$ cat config.mk
export PLATFORM = sky130hd
export DESIGN_NAME = prescaler_ctrl
export DESIGN_NICKNAME = d
export VERILOG_FILES = /design/src/rtl/prescaler_pkg.sv /design/src/rtl/prescaler_limit_dec.sv /design/src/rtl/prescaler_ctrl.sv
export SDC_FILE = /design/constraint.sdc
export NUM_CORES = 1
export LEC_CHECK = 0
export CORE_MARGIN = 2
export CORE_UTILIZATION = 44
export DETAILED_ROUTE_END_ITERATION = 12
export GPL_TIMING_DRIVEN = 0
export PLACE_DENSITY_LB_ADDON = 0.3
export SLEW_MARGIN = 20
export SYNTH_ARGS = -nofsm -noshare
export SYNTH_HDL_FRONTEND = slang
export SYNTH_SLANG_ARGS = --single-unit
$ cat constraint.sdc
create_clock -name clk -period 3.9 [get_ports clk]
set_input_delay 0.39 -clock clk [delete_from_list [all_inputs] [get_ports clk]]
set_output_delay 0.39 -clock clk [all_outputs]
set_load 0.005 [all_outputs]
$ cat src/rtl/prescaler_pkg.sv
// Shared constants for the timer prescaler.
// Division-mode encodings and default widths.
package prescaler_pkg;

  localparam logic DIV_MODE_POW2 = 1'b0;
  localparam logic DIV_MODE_LIN  = 1'b1;

  localparam int CNT_W_DEF = 8;
  localparam int DIV_W_DEF = 4;

endpackage

$ cat src/rtl/prescaler_limit_dec.sv
// Terminal-count decoder for the prescaler.
// Maps (div_en, div_mode, div_val) to a saturated limit.
module prescaler_limit_dec
  import prescaler_pkg::*;
#(
  parameter int CNT_W = CNT_W_DEF,
  parameter int DIV_W = DIV_W_DEF
) (
  input  logic             div_en,
  input  logic             div_mode,
  input  logic [DIV_W-1:0] div_val,
  output logic [CNT_W-1:0] limit
);

  localparam logic [CNT_W-1:0] ONES = '1;
  localparam int XW = (DIV_W > CNT_W) ? DIV_W : CNT_W;

  logic [XW-1:0] dv_x;

  assign dv_x = XW'(div_val);

  always_comb begin
    limit = '0;
    if (div_en) begin
      if (div_mode == DIV_MODE_POW2) begin
        if (int'(div_val) >= CNT_W) begin
          limit = '1;
        end else begin
          // 2^n - 1 as the low n bits of all-ones
          limit = ONES >> (CNT_W - int'(div_val));
        end
      end else begin
        if (dv_x > XW'(ONES)) begin
          limit = '1;
        end else begin
          limit = dv_x[CNT_W-1:0];
        end
      end
    end
  end

endmodule

$ cat src/rtl/prescaler_ctrl.sv
// Counter-enable generator for the timer datapath.
// Pass-through, power-of-two or linear division of the timer tick.
module prescaler_ctrl
  import prescaler_pkg::*;
#(
  parameter int CNT_W = CNT_W_DEF,
  parameter int DIV_W = DIV_W_DEF
) (
  input  logic             clk,
  input  logic             rst,
  input  logic             timer_en,
  input  logic             halt_req,
  input  logic             div_en,
  input  logic             div_mode,
  input  logic [DIV_W-1:0] div_val,
  output logic             cnt_en,
  output logic [CNT_W-1:0] pre_cnt,
  output logic [CNT_W-1:0] limit
);

  logic [CNT_W-1:0] pre_cnt_q, pre_cnt_d;
  logic             timer_en_q;
  logic [DIV_W:0]   cfg_q;
  logic [DIV_W:0]   cfg;
  logic             cfg_change;
  logic             active;
  logic             tick;

  prescaler_limit_dec #(
    .CNT_W (CNT_W),
    .DIV_W (DIV_W)
  ) u_dec (
    .div_en   (div_en),
    .div_mode (div_mode),
    .div_val  (div_val),
    .limit    (limit)
  );

  assign cfg        = {div_mode, div_val};
  assign cfg_change = div_en & (cfg != cfg_q);
  assign active     = timer_en & div_en & ~halt_req;
  // >= rather than == so a shrunken limit can never strand the count
  assign tick       = pre_cnt_q >= limit;

  always_comb begin
    pre_cnt_d = pre_cnt_q + CNT_W'(1);
    if (timer_en_q & ~timer_en) begin
      pre_cnt_d = '0;
    end else if (~timer_en | ~div_en) begin
      pre_cnt_d = '0;
    end else if (cfg_change) begin
      pre_cnt_d = '0;
    end else if (halt_req) begin
      pre_cnt_d = pre_cnt_q;
    end else if (tick) begin
      pre_cnt_d = '0;
    end
  end

  always_comb begin
    cnt_en = 1'b0;
    if (div_en) begin
      cnt_en = active & tick & ~cfg_change;
    end else begin
      cnt_en = timer_en & ~halt_req;
    end
  end

  always_ff @(posedge clk) begin
    if (rst) begin
      pre_cnt_q  <= '0;
      timer_en_q <= 1'b0;
      cfg_q      <= '0;
    end else begin
      pre_cnt_q  <= pre_cnt_d;
      timer_en_q <= timer_en;
      cfg_q      <= cfg;
    end
  end

  assign pre_cnt = pre_cnt_q;

endmodule

======== Word-level counts from Yosys, hierarchy flattened ========
Index checks and enable logic that the tools add are counted.
operators by class
  $add $sub $neg .......................... 2
  reductions and logical operators ........ 1
  shift operators ......................... 1
  divide/modulo/power cells ............... 0
  bitwise operators ....................... 12
  equality and inequality tests ........... 1
  multiplexer cells ....................... 6
  multipliers ............................. 0
  $lt $le $gt $ge ......................... 3
operators with widths
  operator                count
  $mux W8                 5
  $shr A8 B32 Y8 const A  1
  $add A8 B1 Y8 const B   1
  $ge A8 B8 Y1            1
  $gt A4 B8 Y1 const B    1
  $and A1 B1 Y1           7
  $ne A5 B5 Y1            1
  $sub A4 B4 Y5 const A   1
  $ge A4 B4 Y1 const B    1
  $not A1 Y1              4
  $reduce_or A4 Y1        1
  $mux W1                 1
  $or A1 B1 Y1            1
storage, ports and cells
  memories ................................ 0
  bits of input ports ..................... 10
  register bits ........................... 14
  output and inout port bits .............. 17
  ROM bits ................................ 0
  RAM bits ................................ 0
  latch bits .............................. 0
  logic and storage cells ................. 29

======== Logic depth before layout (Yosys ltp) ========
  depth in word-level cells ............... 9
  depth in mapped cells ................... 15
  mapped depth without buffers ............ 12

======== By module ========
Synthesis repeated with hierarchy kept, for this count alone.
second synthesis, totals
  cell total of the unflattened synthesis .. 126
  area total of the unflattened synthesis .. 1064.8 um^2
modules (own cells, without submodules)
  module               instances  area an instance (um^2)  cells each  sequential area each (um^2)
  prescaler_ctrl       1          800.8                    82          260.2
  prescaler_limit_dec  1          264.0                    44          0.0

======== Worst setup path before layout ========
No wires, ideal clock.
  kind .................................... input to output
  start point ............................. in div_val[0]
  end point ............................... out cnt_en
  data required time ...................... 3.510 ns
  setup slack ............................. 0.923 ns
  cell stages on the path ................. 14
  arrival time ............................ 2.587 ns
  path buffers ............................ 2
  cells stage by stage .................... buf_2 -> inv_2 -> ha_1 -> buf_2 -> o31ai_1 -> o211ai_1 -> nand2_1 -> inv_2 -> nand2_1 -> ha_1 -> and3_1 -> a221oi_2 -> o2bb2ai_1 -> a22o_1
between the ends
  longest elaborated chain between the ends .. 9
  elaborated cells between the ends (all ways) .. 15
  those cells by class .................... add/sub: 1; order compare: 3; eq/ne: 1; shift: 1; mux: 5; bitwise: 4
RTL lines
  element                        RTL line                   source
  from (decl)                    prescaler_ctrl.sv:15       input logic [DIV_W-1:0] div_val,
  $sub A4 B4 Y5                  prescaler_limit_dec.sv:30  limit = ONES >> (CNT_W - int'(div_val));
  $shr A8 B32 Y8                 prescaler_limit_dec.sv:30
  $mux W8                        prescaler_limit_dec.sv:26  if (int'(div_val) >= CNT_W) begin
  $mux W8 *                      prescaler_limit_dec.sv:25  if (div_mode == DIV_MODE_POW2) begin
  $mux W8 *                      prescaler_limit_dec.sv:24  if (div_en) begin
  net limit[4]                   prescaler_ctrl.sv:18       output logic [CNT_W-1:0] limit
  $ge A8 B8 Y1 *                 prescaler_ctrl.sv:43       assign tick = pre_cnt_q >= limit;
  $and A1 B1 Y1 * (2 in series)  prescaler_ctrl.sv:63       cnt_en = active & tick & ~cfg_change;
  $mux W1 *                      prescaler_ctrl.sv:62       if (div_en) begin
  to (decl)                      prescaler_ctrl.sv:16       output logic cnt_en,
Mark *: on every way through the listed nets, which the timed path passes. The rest lies on a longest branch.

======== Final worst setup path ========
  start point ............................. in div_val[2]
  end point ............................... out cnt_en
between the ends
  longest elaborated chain between the ends .. 9
  elaborated cells between the ends (all ways) .. 15
  those cells by class .................... add/sub: 1; order compare: 3; eq/ne: 1; shift: 1; mux: 5; bitwise: 4
RTL lines
  element          RTL line
  $sub A4 B4 Y5    prescaler_limit_dec.sv:30
  $shr A8 B32 Y8   prescaler_limit_dec.sv:30
  $mux W8          prescaler_limit_dec.sv:26
  $mux W8          prescaler_limit_dec.sv:25
  $mux W8          prescaler_limit_dec.sv:24
  $ge A8 B8 Y1     prescaler_ctrl.sv:43
  $and A1 B1 Y1    prescaler_ctrl.sv:63
  $and A1 B1 Y1 *  prescaler_ctrl.sv:63
  $mux W1 *        prescaler_ctrl.sv:62
Every way passes the cells marked *; elsewhere a longest branch is shown, timed or not.

==> impl_metrics.py <==
metrics = {
    "placement": {
        "gp_congestion": 0.8002,
        "placedInstanceArea_um2": 1395,
        "port_buffers": 22,
        "dp_hpwl_um": 2006,
    },
    "drt": {
        "ant_nets": 0,
        "vias": 1061,
        "wl_um": 2637,
        "wl_per_cell_um": 13.66,
        "drt-vias-per-instance": 5.497,
        "remaining_drc_errors": 0,
        "firstDrtPassIters": 4,
        "drt-initial-drc-count": 24,
    },
    "global_route": {
        "grt_max_degree": 11,
        "grt_pass1_wl_um": 4229,
        "grt_pass1_vias": 988,
        "gr-total-overflow": 0,
        "antenna_found_initial": 0,
        "grt_util_all_layers": 0.1982,
    },
    "critical_path": {
        "worstSetupPathType": "primary input to output pin",
        "start_kind": "primary input",
        "crit_top_cell": "clkdlybuf4s50_1",
        "cp_max_fo": 10,
        "cp.arrival_ns": 3.33,
        "cp_slowest_cell": "clkdlybuf4s50_1",
        "crit_path_end_kind": "output pin",
        "crit_required_ns": 3.51,
        "worst_path_largest_cell_delay_ns": 0.57,
        "crit_chain": "clkdlybuf4s50_1, buf_2, nand2_1, and2_1, o221ai_2, ha_1, and3_1, a221oi_4, o2bb2ai_1, a22o_1, clkdlybuf4s50_1",
    },
    "clocking": {
        "clkLatencyLatePin_ns": 0.28,
        "cts_hold_buf": 0,
        "cts_buffer_depth": 2,
        "root_buffer": "clkbuf_4",
        "clk_pin_slew_ns": 0.07,
        "clock-sinks": 13,
        "cts_buffers": 3,
        "htreeDepth": 1,
        "cts_tree": "done",
    },
    "synthesis": {
        "synth_most_common_cell": "nor2_1",
        "ys_types": 42,
        "synth_area_leaders": "dfxtp_1 23%, ha_1 11%, nor3_2 7.0%",
        "ys_seq_area_frac": 0.2288,
        "syn_inst": 134,
        "avgSynthCellArea_um2": 8.488,
        "yosysWarnings": 0,
        "synth_edf_count": 0,
        "synth_top_area_cell": "dfxtp_1",
        "yosys_most_used_dff": "dfxtp_1",
        "synth_area_um2": 1137,
        "synth_top_cells_by_count": "16 x nor2_1, 13 x dfxtp_1, 10 x ha_1, 10 x nand2_1",
        "synth_top_area_frac": 0.2288,
        "postSynthNetCount": 154,
        "ys_ff_latch": 13,
        "async_flop_share": 0,
    },
    "power": {
        "ir_drop_mv": 0.1880,
        "p_switching_mw": 0.09656,
        "p_int_mw": 0.2187,
        "pwr-share-comb": 0.301,
        "leakage_nw": 0.5964,
        "clkPwrFrac": 0.266,
        "p_seq_frac": 0.433,
        "power_mw": 0.3153,
        "p_sw_frac": 0.3063,
        "power_density_nw_per_um2": 210.3,
    },
    "timing": {
        "finalMaxSlewViolations": 0,
        "hold_viol": 0,
        "worst_slew_pin_slew_ns": 0.4329,
        "fin_crit_sh": 0.9543,
        "relSlewSlack": 0.7114,
        "skew_ns": 0.004812,
        "setup-violations-final": 0,
        "hold_slack_ns": 0.4693,
        "fmax_ghz": 0.2687,
        "period_needed_ns": 3.722,
        "rsz0062_at_grt": "no",
    },
    "floorplanning": {
        "io_pins": 27,
        "core_um2": 2455,
        "die_area_um2": 3007,
        "die_w_um": 54.84,
        "start_util": 0.4633,
        "die_h_um": 54.84,
        "placementRows": 18,
    },
    "final_layout": {
        "antennaDiodeCount": 0,
        "syn_to_final_growth_pct": 31.79,
        "layout.nets": 184,
        "final_area_um2": 1499,
        "final-seq-area_um2": 260.3,
        "fillers": 218,
        "drive_gt1_frac": 0.1963,
        "multi_input_area_um2": 843.3,
    },
    "min_path": {
        "hp-class": "primary input to flip-flop",
    },
    "outcome": {
        "status": "completed",
    },
    "flow_run": {
        "drv_cap": 0,
    },
}
[flip-flops by register name, indices dropped and copies added, names as in the netlist]
name / cells
cfg_q: 5
pre_cnt: 8
[power groups by stage]
stage	clock, mW	combinational (mW)	sequential (mW)
detailed placement	0	0.0861	0.140
global placement	0	0.0835	0.140
floorplan	0	0.0564	0.140
global route	0.0927	0.104	0.137
finish	0.0838	0.0949	0.137
CTS	0.0858	0.0927	0.137
[path summary, 6_finish.rpt]
path	startpoint	endpoint	slack [ns]	depth (start not counted)
max	div_val[2]	cnt_en	0.18	11
min	div_val[1]	cfg_q[1]$_SDFF_PP0_	0.47	3
max reg2reg	pre_cnt[7]$_SDFFE_PP0N_	pre_cnt[2]$_SDFFE_PP0N_	1.99	6
min reg2reg	pre_cnt[7]$_SDFFE_PP0N_	pre_cnt[7]$_SDFFE_PP0N_	0.62	2
[stage by stage]
| stage | cells | utilization | setup TNS [ns] | setup slack, ns |
|---|---|---|---|---|
| after CTS | 193 | 0.6040 | 0 | 0.01789 |
| after global placement | 186 | 0.5683 | -0.2647 | -0.2647 |
| final | 193 | 0.6106 | 0 | 0.1781 |
| after global routing | 193 | 0.6106 | 0 | 0.04473 |
| after floorplan | 134 | - | 0 | 0.9234 |
| after detailed placement | 186 | 0.5683 | -0.3625 | -0.3625 |
[worst max-delay path: cells and delay by family]
| family | cells | cell delay [ns] |
|---|---|---|
| adder cells (fa/ha/maj) | 1 | 0.31 |
| buffers and inverters | 3 | 1.27 |
| AND/OR/NAND/NOR | 3 | 0.53 |
| AO/OA/AOI/OAI | 4 | 0.82 |
[layout by cell type (no fill, tap or decap), drive strengths merged, types with 7 or more instances in the layout]
master          n
nand2          10
clkbuf          7
ha             10
xor2            8
o21ai           7
nor3           11
inv             7
buf             9
clkdlybuf4s50  21
dfxtp          13
nor2           16
[routing by layer]
metal | GRT usage | routed length (um) | up-vias
met5 | 0 | 0 | -
met4 | 0.05417 | 42 | 0
met3 | 0.04918 | 121 | 6
met2 | 0.3393 | 1305 | 31
met1 | 0.2434 | 1169 | 491
li1 | - | - | 533
[logic make-up (layout without fill, tap and decap cells)]
kind of cell / count (synthesis) / count (layout) / synth area share
AO/OA/AOI/OAI: 26 / 26 / 0.1936
XOR/XNOR: 12 / 12 / 0.09241
buffers and inverters: 16 / 45 / 0.06601
AND/OR/NAND/NOR: 56 / 56 / 0.3003
adder cells (fa/ha/maj): 10 / 10 / 0.1100
multiplexers: 1 / 1 / 0.008801
flip-flops: 13 / 13 / 0.2288
[area by class of cell]
cell class,count,area share
sequential,13,0.1736
multi-input combinational,105,0.5626
clock buffer,4,0.01753
tap,30,0.02504
timing repair buffer,25,0.1636
buffer,9,0.04007
inverter,7,0.01753
[what timing repair did]
item,CTS,global route
endpoints found under the hold margin,0,0
buffers inserted,3,0
pin swaps,2,1
gates resized for setup,7,4
setup endpoints to repair,1,1
No activity file was read; power rests on OpenSTA's default activity.
